## src/rtl/mc_pkg.sv

```systemverilog
// Shared encodings for the multi-cycle MIPS sequencer: state numbers,
// opcode/funct values, ALU control codes and mux select encodings.
package mc_pkg;

    // Controller states (also exported on the debug state port)
    localparam logic [3:0] ST_FETCH   = 4'd0;
    localparam logic [3:0] ST_DECODE  = 4'd1;
    localparam logic [3:0] ST_MEMADR  = 4'd2;
    localparam logic [3:0] ST_MEMRD   = 4'd3;
    localparam logic [3:0] ST_MEMWB   = 4'd4;
    localparam logic [3:0] ST_MEMWR   = 4'd5;
    localparam logic [3:0] ST_EXECUTE = 4'd6;
    localparam logic [3:0] ST_ALUWB   = 4'd7;
    localparam logic [3:0] ST_BEQ     = 4'd8;
    localparam logic [3:0] ST_ADDIEX  = 4'd9;
    localparam logic [3:0] ST_ADDIWB  = 4'd10;
    localparam logic [3:0] ST_JUMP    = 4'd11;

    // Opcodes (instr[31:26])
    localparam logic [5:0] OP_RTYPE = 6'b000000;
    localparam logic [5:0] OP_LW    = 6'b100011;
    localparam logic [5:0] OP_SW    = 6'b101011;
    localparam logic [5:0] OP_BEQ   = 6'b000100;
    localparam logic [5:0] OP_ADDI  = 6'b001000;
    localparam logic [5:0] OP_J     = 6'b000010;

    // R-type funct codes (instr[5:0])
    localparam logic [5:0] FN_ADD = 6'b100000;
    localparam logic [5:0] FN_SUB = 6'b100010;
    localparam logic [5:0] FN_AND = 6'b100100;
    localparam logic [5:0] FN_OR  = 6'b100101;
    localparam logic [5:0] FN_SLT = 6'b101010;

    // ALU control codes
    localparam logic [2:0] ALU_ADD = 3'b010;
    localparam logic [2:0] ALU_SUB = 3'b110;
    localparam logic [2:0] ALU_AND = 3'b000;
    localparam logic [2:0] ALU_OR  = 3'b001;
    localparam logic [2:0] ALU_SLT = 3'b111;

    // ALU operation class handed to the ALU decoder
    localparam logic [1:0] ALUOP_ADD   = 2'b00;
    localparam logic [1:0] ALUOP_SUB   = 2'b01;
    localparam logic [1:0] ALUOP_FUNCT = 2'b10;

    // ALU B operand select
    localparam logic [1:0] SRCB_RT     = 2'b00;
    localparam logic [1:0] SRCB_FOUR   = 2'b01;
    localparam logic [1:0] SRCB_IMM    = 2'b10;
    localparam logic [1:0] SRCB_IMM_SH = 2'b11;

    // Next-PC select
    localparam logic [1:0] PCSRC_ALU    = 2'b00;
    localparam logic [1:0] PCSRC_ALUOUT = 2'b01;
    localparam logic [1:0] PCSRC_JUMP   = 2'b10;

    // States that wait MEM_LAT cycles for the synchronous memory
    function automatic logic is_mem_state(input logic [3:0] s);
        return (s == ST_FETCH) || (s == ST_MEMRD) || (s == ST_MEMWR);
    endfunction

endpackage

```

## src/rtl/alu_decoder.sv

```systemverilog
// Maps the ALU operation class and R-type funct field to an ALU control
// code; funct_valid flags whether funct is one of the supported R-types.
module alu_decoder
    import mc_pkg::*;
(
    input  logic [1:0] aluop,
    input  logic [5:0] funct,
    output logic [2:0] alucontrol,
    output logic       funct_valid
);

    logic [2:0] funct_code;

    // Funct lookup, independent of aluop so DECODE can test legality
    always_comb begin
        funct_valid = 1'b1;
        funct_code  = ALU_ADD;
        case (funct)
            FN_ADD:  funct_code = ALU_ADD;
            FN_SUB:  funct_code = ALU_SUB;
            FN_AND:  funct_code = ALU_AND;
            FN_OR:   funct_code = ALU_OR;
            FN_SLT:  funct_code = ALU_SLT;
            default: funct_valid = 1'b0;
        endcase
    end

    // Final selection by operation class; unused class falls back to add
    always_comb begin
        case (aluop)
            ALUOP_SUB:   alucontrol = ALU_SUB;
            ALUOP_FUNCT: alucontrol = funct_code;
            default:     alucontrol = ALU_ADD;
        endcase
    end

endmodule

```

## src/rtl/multicycle_controller.sv

```systemverilog
// Moore sequencer for a multi-cycle MIPS datapath. Memory-access states
// hold for MEM_LAT cycles so a registered-read block RAM fits in.
module multicycle_controller
    import mc_pkg::*;
#(
    parameter int MEM_LAT = 1
) (
    input  logic       clk,
    input  logic       rst,
    input  logic       ena,
    input  logic [5:0] op,
    input  logic [5:0] funct,
    input  logic       zero,
    output logic       pcen,
    output logic       iord,
    output logic       irwrite,
    output logic       memwrite,
    output logic       regwrite,
    output logic       regdst,
    output logic       memtoreg,
    output logic       alusrca,
    output logic [1:0] alusrcb,
    output logic [1:0] pcsrc,
    output logic [2:0] alucontrol,
    output logic       instr_done,
    output logic       illegal,
    output logic [3:0] state
);

    localparam logic [3:0] LAST_CNT = 4'(MEM_LAT - 1);

    logic [3:0] state_reg, state_next;
    logic [3:0] cnt_reg;
    logic       mem_last;
    logic       bad_decode;
    logic [1:0] aluop;
    logic [2:0] dec_alucontrol;
    logic       funct_valid;

    // Raw per-state strobes before stall/reset gating
    logic pcwrite_raw, branch_raw, irwrite_raw, memwrite_raw;
    logic regwrite_raw, done_raw, live;

    assign state    = state_reg;
    assign mem_last = (cnt_reg == LAST_CNT);
    assign live     = ena & ~rst;

    // ALU class depends only on registered state
    assign aluop = (state_reg == ST_EXECUTE) ? ALUOP_FUNCT :
                   (state_reg == ST_BEQ)     ? ALUOP_SUB   : ALUOP_ADD;

    alu_decoder u_alu_decoder (
        .aluop       (aluop),
        .funct       (funct),
        .alucontrol  (dec_alucontrol),
        .funct_valid (funct_valid)
    );

    // Next-state selection; bad_decode marks an unsupported op/funct
    always_comb begin
        state_next = state_reg;
        bad_decode = 1'b0;
        case (state_reg)
            ST_FETCH:   if (mem_last) state_next = ST_DECODE;
            ST_DECODE: begin
                case (op)
                    OP_LW, OP_SW: state_next = ST_MEMADR;
                    OP_RTYPE: begin
                        if (funct_valid) begin
                            state_next = ST_EXECUTE;
                        end else begin
                            state_next = ST_FETCH;
                            bad_decode = 1'b1;
                        end
                    end
                    OP_BEQ:  state_next = ST_BEQ;
                    OP_ADDI: state_next = ST_ADDIEX;
                    OP_J:    state_next = ST_JUMP;
                    default: begin
                        state_next = ST_FETCH;
                        bad_decode = 1'b1;
                    end
                endcase
            end
            ST_MEMADR:  state_next = (op == OP_SW) ? ST_MEMWR : ST_MEMRD;
            ST_MEMRD:   if (mem_last) state_next = ST_MEMWB;
            ST_MEMWR:   if (mem_last) state_next = ST_FETCH;
            ST_EXECUTE: state_next = ST_ALUWB;
            ST_ADDIEX:  state_next = ST_ADDIWB;
            default:    state_next = ST_FETCH;
        endcase
    end

    // State and wait counter; counter clears on any state change
    always_ff @(posedge clk) begin
        if (rst) begin
            state_reg <= ST_FETCH;
            cnt_reg   <= 4'd0;
        end else if (ena) begin
            if (state_next != state_reg) begin
                state_reg <= state_next;
                cnt_reg   <= 4'd0;
            end else if (is_mem_state(state_reg)) begin
                cnt_reg <= cnt_reg + 4'd1;
            end
        end
    end

    // Per-state selects and raw strobes; all zero while in reset
    always_comb begin
        iord         = 1'b0;
        regdst       = 1'b0;
        memtoreg     = 1'b0;
        alusrca      = 1'b0;
        alusrcb      = SRCB_RT;
        pcsrc        = PCSRC_ALU;
        pcwrite_raw  = 1'b0;
        branch_raw   = 1'b0;
        irwrite_raw  = 1'b0;
        memwrite_raw = 1'b0;
        regwrite_raw = 1'b0;
        done_raw     = 1'b0;
        if (!rst) begin
            case (state_reg)
                ST_FETCH: begin
                    alusrcb     = SRCB_FOUR;
                    irwrite_raw = mem_last;
                    pcwrite_raw = mem_last;
                end
                ST_DECODE:  alusrcb = SRCB_IMM_SH;
                ST_MEMADR: begin
                    alusrca = 1'b1;
                    alusrcb = SRCB_IMM;
                end
                ST_MEMRD:   iord = 1'b1;
                ST_MEMWB: begin
                    memtoreg     = 1'b1;
                    regwrite_raw = 1'b1;
                    done_raw     = 1'b1;
                end
                ST_MEMWR: begin
                    iord         = 1'b1;
                    memwrite_raw = mem_last;
                    done_raw     = mem_last;
                end
                ST_EXECUTE: alusrca = 1'b1;
                ST_ALUWB: begin
                    regdst       = 1'b1;
                    regwrite_raw = 1'b1;
                    done_raw     = 1'b1;
                end
                ST_BEQ: begin
                    alusrca    = 1'b1;
                    branch_raw = 1'b1;
                    pcsrc      = PCSRC_ALUOUT;
                    done_raw   = 1'b1;
                end
                ST_ADDIEX: begin
                    alusrca = 1'b1;
                    alusrcb = SRCB_IMM;
                end
                ST_ADDIWB: begin
                    regwrite_raw = 1'b1;
                    done_raw     = 1'b1;
                end
                ST_JUMP: begin
                    pcsrc       = PCSRC_JUMP;
                    pcwrite_raw = 1'b1;
                    done_raw    = 1'b1;
                end
                default: ;
            endcase
        end
    end

    // Enables and pulses are suppressed during stall or reset
    assign pcen       = live & (pcwrite_raw | (branch_raw & zero));
    assign irwrite    = live & irwrite_raw;
    assign memwrite   = live & memwrite_raw;
    assign regwrite   = live & regwrite_raw;
    assign instr_done = live & done_raw;
    assign illegal    = live & bad_decode;
    assign alucontrol = rst ? ALU_ADD : dec_alucontrol;

endmodule

```

## config.mk

```make
export PLATFORM = sky130hd
export DESIGN_NAME = multicycle_controller
export DESIGN_NICKNAME = d
export VERILOG_FILES = /design/src/rtl/mc_pkg.sv /design/src/rtl/alu_decoder.sv /design/src/rtl/multicycle_controller.sv
export SDC_FILE = /design/constraint.sdc
export NUM_CORES = 1
export LEC_CHECK = 0
export BUFFER_PORTS_ARGS = -buffer_cell sky130_fd_sc_hd__clkbuf_2
export CAP_MARGIN = 20
export CELL_PAD_IN_SITES_DETAIL_PLACEMENT = 1
export CELL_PAD_IN_SITES_GLOBAL_PLACEMENT = 1
export CORE_ASPECT_RATIO = 0.7
export CORE_MARGIN = 2
export CORE_UTILIZATION = 36
export DETAILED_ROUTE_END_ITERATION = 10
export MAX_ROUTING_LAYER = met4
export PLACE_DENSITY_LB_ADDON = 0.1
export SLEW_MARGIN = 15
export SYNTH_ARGS = -nofsm -noshare
export SYNTH_HDL_FRONTEND = slang
export SYNTH_SLANG_ARGS = --single-unit
export TNS_END_PERCENT = 30
```

## constraint.sdc

```tcl
create_clock -name clk -period 4.3 [get_ports clk]
set_input_delay 0.86 -clock clk [delete_from_list [all_inputs] [get_ports clk]]
set_output_delay 0.86 -clock clk [all_outputs]
set_load 0.02 [all_outputs]
```

## Word-level counts from Yosys, hierarchy flattened

Index checks and enable logic that the tools add are counted.

| cells by class | value |
|---|---|
| add/subtract/negate cells | 1 |
| equal/unequal tests | 24 |
| multiplexer cells | 42 |
| bitwise operators | 10 |
| reductions and logical operators | 16 |

Operators with widths:

| kind | count |
|---|---|
| == test 6 bit (second input constant) | 7 |
| one-hot mux 4 bit (7 select lines) | 1 |
| two-way mux 1 bit | 22 |
| two-way mux 4 bit | 5 |
| one-hot mux 4 bit (5 select lines) | 1 |
| == test 4 x 3 -> 1 bit (second input constant) | 4 |
| == test 4 bit (second input constant) | 4 |
| OR reduction 5 bit | 3 |
| one-hot mux 3 bit (4 select lines) | 1 |
| two-way mux 3 bit | 3 |
| AND 1 bit | 8 |
| == test 4 x 2 -> 1 bit (second input constant) | 2 |
| zero test 4 bit | 2 |
| == test 6 x 2 -> 1 bit (second input constant) | 1 |
| == test 6 x 3 -> 1 bit (second input constant) | 1 |
| == test 6 x 4 -> 1 bit (second input constant) | 1 |
| zero test 6 bit | 1 |
| two-way mux 2 bit | 3 |
| one-hot mux 1 bit (2 select lines) | 3 |
| one-hot mux 2 bit (3 select lines) | 1 |
| one-hot mux 3 bit (2 select lines) | 1 |
| OR reduction 2 bit | 3 |
| adder 4 x 1 -> 4 bit (second input constant) | 1 |
| == test 4 x 1 -> 1 bit (second input constant) | 1 |
| other kinds (11) | 13 |

| storage, ports and cells | value |
|---|---|
| bits in registers | 8 |

## Longest topological paths before layout

| depth | value |
|---|---|
| depth after elaboration | 9 |
| depth in mapped cells | 9 |
| mapped depth without buffers | 9 |

## Hierarchy

A second synthesis with hierarchy kept.

| second synthesis, totals | value |
|---|---|
| cell total of the unflattened synthesis | 156 |
| area total of the unflattened synthesis | 1184.9 sq um |

By module, submodules not included:

| module | instances | cells each | area each (sq um) | seq. area each (sq um) |
|---|---|---|---|---|
| multicycle_controller | 1 | 138 | 1017.2 | 160.2 |
| alu_decoder | 1 | 18 | 167.7 | 0.0 |

## Worst setup path after synthesis

OpenSTA, ideal clock, no wires.

| path | value |
|---|---|
| kind | in2out |
| start | input port op[3] |
| end | output port illegal |
| data arrival time | 2.548 ns |
| data required time | 3.440 ns |
| setup slack | 0.892 ns |
| stages on the path | 5 |
| buffers on the path | 1 |
| cell sequence | buf_2 xor2_1 o211ai_1 nand2_1 a2111oi_0 |

| between the ends | value |
|---|---|
| longest elaborated chain between the ends | 5 |
| elaborated cells between the ends (all ways) | 10 |
| those cells by class | 5 x eq/ne; 2 x mux; 1 x bitwise; 2 x reduce/logical |

Ends and longest elaborated chain:

| element | line | text |
|---|---|---|
| start: declaration | multicycle_controller.sv:11 | `input logic [5:0] op,` |
| == test 6 bit (tied with other cells) | multicycle_controller.sv:66 | `case (op)` |
| OR reduction 5 bit (no source line) | -- |  |
| one-hot mux 1 bit (2 select lines) * | multicycle_controller.sv:66 |  |
| two-way mux 1 bit * | multicycle_controller.sv:63 | `case (state_reg)` |
| AND 1 bit * | multicycle_controller.sv:182 | `assign illegal = live & bad_decode;` |
| end: declaration | multicycle_controller.sv:26 | `output logic illegal,` |

Every way passes the cells marked *; elsewhere a longest branch is shown, timed or not.

## Worst setup path in the final report

| path | value |
|---|---|
| start | register state_reg[2], in the netlist state[2] |
| end | output port instr_done |

| between the ends | value |
|---|---|
| longest elaborated chain between the ends | 5 |
| elaborated cells between the ends (all ways) | 10 |
| those cells by class | 6 x eq/ne; 2 x mux; 1 x bitwise; 1 x reduce/logical |

Ends and longest elaborated chain:

| element | line | text |
|---|---|---|
| start: declaration | multicycle_controller.sv:32 | `logic [3:0] state_reg, state_next;` |
| start signal: assignment | multicycle_controller.sv:101 | `state_reg <= state_next;` |
| == test 4 bit / == test 4 x 3 -> 1 bit (equally long branches) | multicycle_controller.sv:124 | `case (state_reg)` |
| OR reduction 5 bit (no source line) | -- |  |
| one-hot mux 1 bit (2 select lines) * | multicycle_controller.sv:124 |  |
| two-way mux 1 bit * | multicycle_controller.sv:123 | `if (!rst) begin` |
| AND 1 bit * | multicycle_controller.sv:181 | `assign instr_done = live & done_raw;` |
| end: declaration | multicycle_controller.sv:25 | `output logic instr_done,` |

Marks and branches as above.

==> flow_summary.toml <==
[clocking]
cts_hold_buf = 0
cts_buffers = 3
clock_latency_ps = 230
postCtsSetupBuffers = 0
cts_max_path_buffers = 2
cts_resized = 0
cts_tree = "done"
cts_root_buffer = "clkbuf_8"
cts.htree.levels = 1
cts_num_sinks = 8
path_clk_slew_ps = 40

[finish]
multi_input_area_sq_um = 760.7
drive_gt1_share_pct = 25.14
regArea_sq_um = 160.2
antenna_cells = 0
final_nets = 195
area_growth_pct = 23.24
fill_cells = 357

[worst_setup_path]
cpPeakStageDelay_ps = 800
crit_buf_inv = 2
critPathTopFamily = "flip-flops"
worstPathMaxFanout = 21
critPathSlowestCell = "dfxtp_1"
cp-start-kind = "flop"
crit_path_end_kind = "output port"
worstPathArrival_ps = 2210
cp_data_required_time_ps = 3440
path_cells = "inv_1 > or3_1 > a221oi_1 > clkbuf_2"
path_class = "reg -> out"

[global_route]
met1_usage_pct = 29.37
grt_antenna_before_repair = 0
grtUsageMet3_pct = 5.412
grt_pass1_vias = 1123
grt_use_met2_pct = 38.00
grt_usage_pct = 23.45
grt_max_degree = 22
grt_pass1_wl_microns = 5326
grt-ovfl-total = 0
gr-max-usage-layer = "met2"

[detailed_routing]
via_per_inst = 5.809
wirelength_microns = 3380
wl_per_cell_microns = 16.17
first_pass_iters = 4
final_antenna_net_count = 0
dr.first_iter.drc_count = 84
route.detailed.drc = 0
vias = 1214

[synthesis]
synth_seq_cells = 8
synth.top_cells.by_count = "nand2_1 (16), nor2_1 (16), dfxtp_1 (8), nor3_1 (8)"
synth_edf_count = 0
yosysUniqueCellTypes = 47
synth_area_sq_um = 979.7
synth_nets = 163
yosysSeqAreaShare_pct = 16.35
syn_avg_cell_area_sq_um = 6.756
yosysWarnings = 0
synth_cells = 145
netlist.area_leader.share_pct = 16.35
synth_top_area_cell = "dfxtp_1"
synthTopCellsByArea = "dfxtp_1 (16%), nand2_1 (6.1%), nor2_1 (6.1%), nor3_1 (4.1%), nand2b_1 (3.8%)"
async_reset_ff_share_pct = 0
synth_ff_type = "dfxtp_1"

[worst_hold_path]
min_path_type = "reg -> reg"

[sta]
clock-skew-final_ps = 6.293
hold_viol_final = 0
slew_violations = 0
rsz0062_at_grt = "no"
max_freq_ghz = 0.3257
slew_headroom_pct = 49.53
holdWs_ps = 506.7
min_period_over_period_pct = 71.40
worstMarginPinSlew_ps = 756.1
setup_tns_ps = 0
setup-violations-final = 0
fin_crit_ps = 3070

[floorplanning]
ios = 37
die_h_microns = 47.65
core_area_sq_mm = 0.002515
rows = 15
start_util_pct = 38.96
fp.dieW_microns = 66.35
die_area_sq_mm = 0.003161

[power_and_ir_drop]
powerDensity_mw_per_mm2 = 272.6
p_int_uw = 195.9
leakage_uw = 0.0004918
total_power_uw = 329.2
max-vdd-ir-drop_v = 0.0001599
netSwitchingFraction_pct = 40.49
power_frac_clock_pct = 27.4
p_sw_uw = 133.3
power_frac_comb_pct = 43.6
pwr-share-seq_pct = 29.0

[place]
portBuffers = 36
gp_congestion = 0.7886
hpwl_microns = 2619

[outcome]
outcome = "complete, no violations"

[job]
maxCapViolCount = 0
[power by group through the flow]
| stage | logic (uW) | clock network, uW | registers, uW |
|---|---|---|---|
| after global placement | 138 | 0 | 95.6 |
| after detailed placement | 142 | 0 | 96.3 |
| after floorplan | 107 | 0 | 88.8 |
| final | 143 | 90.2 | 95.5 |
| after global routing | 157 | 101 | 96.6 |
| after CTS | 143 | 95.8 | 95.4 |
[kinds of logic (layout without fill, tap and decap cells)]
family                   after synthesis  after routing  share of synthesized area [%]
AND/OR/NAND/NOR                       74             74                          40.49
buffers and inverters                 15             45                          6.002
flip-flops                             8              8                          16.35
XOR/XNOR                               4              4                          3.577
adder cells (fa/ha/maj)                2              2                          2.554
multiplexers                           3              3                          3.065
AO/OA/AOI/OAI                         39             39                          27.97
[layer usage]
layer	vias up	wire [microns]
met4	0	31
met1	572	1655
met2	43	1498
li1	595	-
met3	4	194
met5	-	0
[layout make-up]
class                   instances  area share (%)
multi-input cells             122           63.01
flip-flops and latches          8           13.26
clock buffers                   3           3.420
repair buffers                 36           14.92
well taps                      34           3.523
inverters                       6           1.865
[stage by stage]
stage / utilization (%) / cell area, sq um / instances / setup slack (ps)
after global placement: 46.37 / 1166 / 206 / 1377
after floorplan: - / 979.7 / 145 / 892.1
after global routing: 48.01 / 1207 / 209 / 1072
after CTS: 48.01 / 1207 / 209 / 1251
after detailed placement: 46.37 / 1166 / 206 / 1294
final: 48.01 / 1207 / 209 / 1230
[worst register-to-register path, cell delays in order, from the launching register on]
cell	delay, ps
dfxtp_1	540
nor4b_1	480
nor2_1	90
o22a_2	250
and3_4	180
o21ai_1	290
a21oi_1	120
a41o_1	210
[worst paths after layout]
kind,start,to,slack (ps),cells after the start
max,state[2],instr_done,1230,4
min,cnt_reg[3],cnt_reg[3],510,2
max reg2reg,state[2],state[0],2020,7
min reg2reg,cnt_reg[3],cnt_reg[3],510,2
[cell usage in the layout, fill, tap and decap left out, types with 6 or more instances in the layout]
| cell | synthesis | routed |
|---|---|---|
| a21oi_1 | 6 | 6 |
| dfxtp_1 | 8 | 8 |
| nand2b_1 | 6 | 6 |
| nor2b_1 | 6 | 6 |
| inv_1 | 6 | 6 |
| o21ai_0 | 6 | 6 |
| nand2_1 | 16 | 16 |
| nor3_1 | 8 | 8 |
| nor2_1 | 16 | 16 |
| clkbuf_2 | 0 | 36 |
No activity file was read; power rests on OpenSTA's default activity.
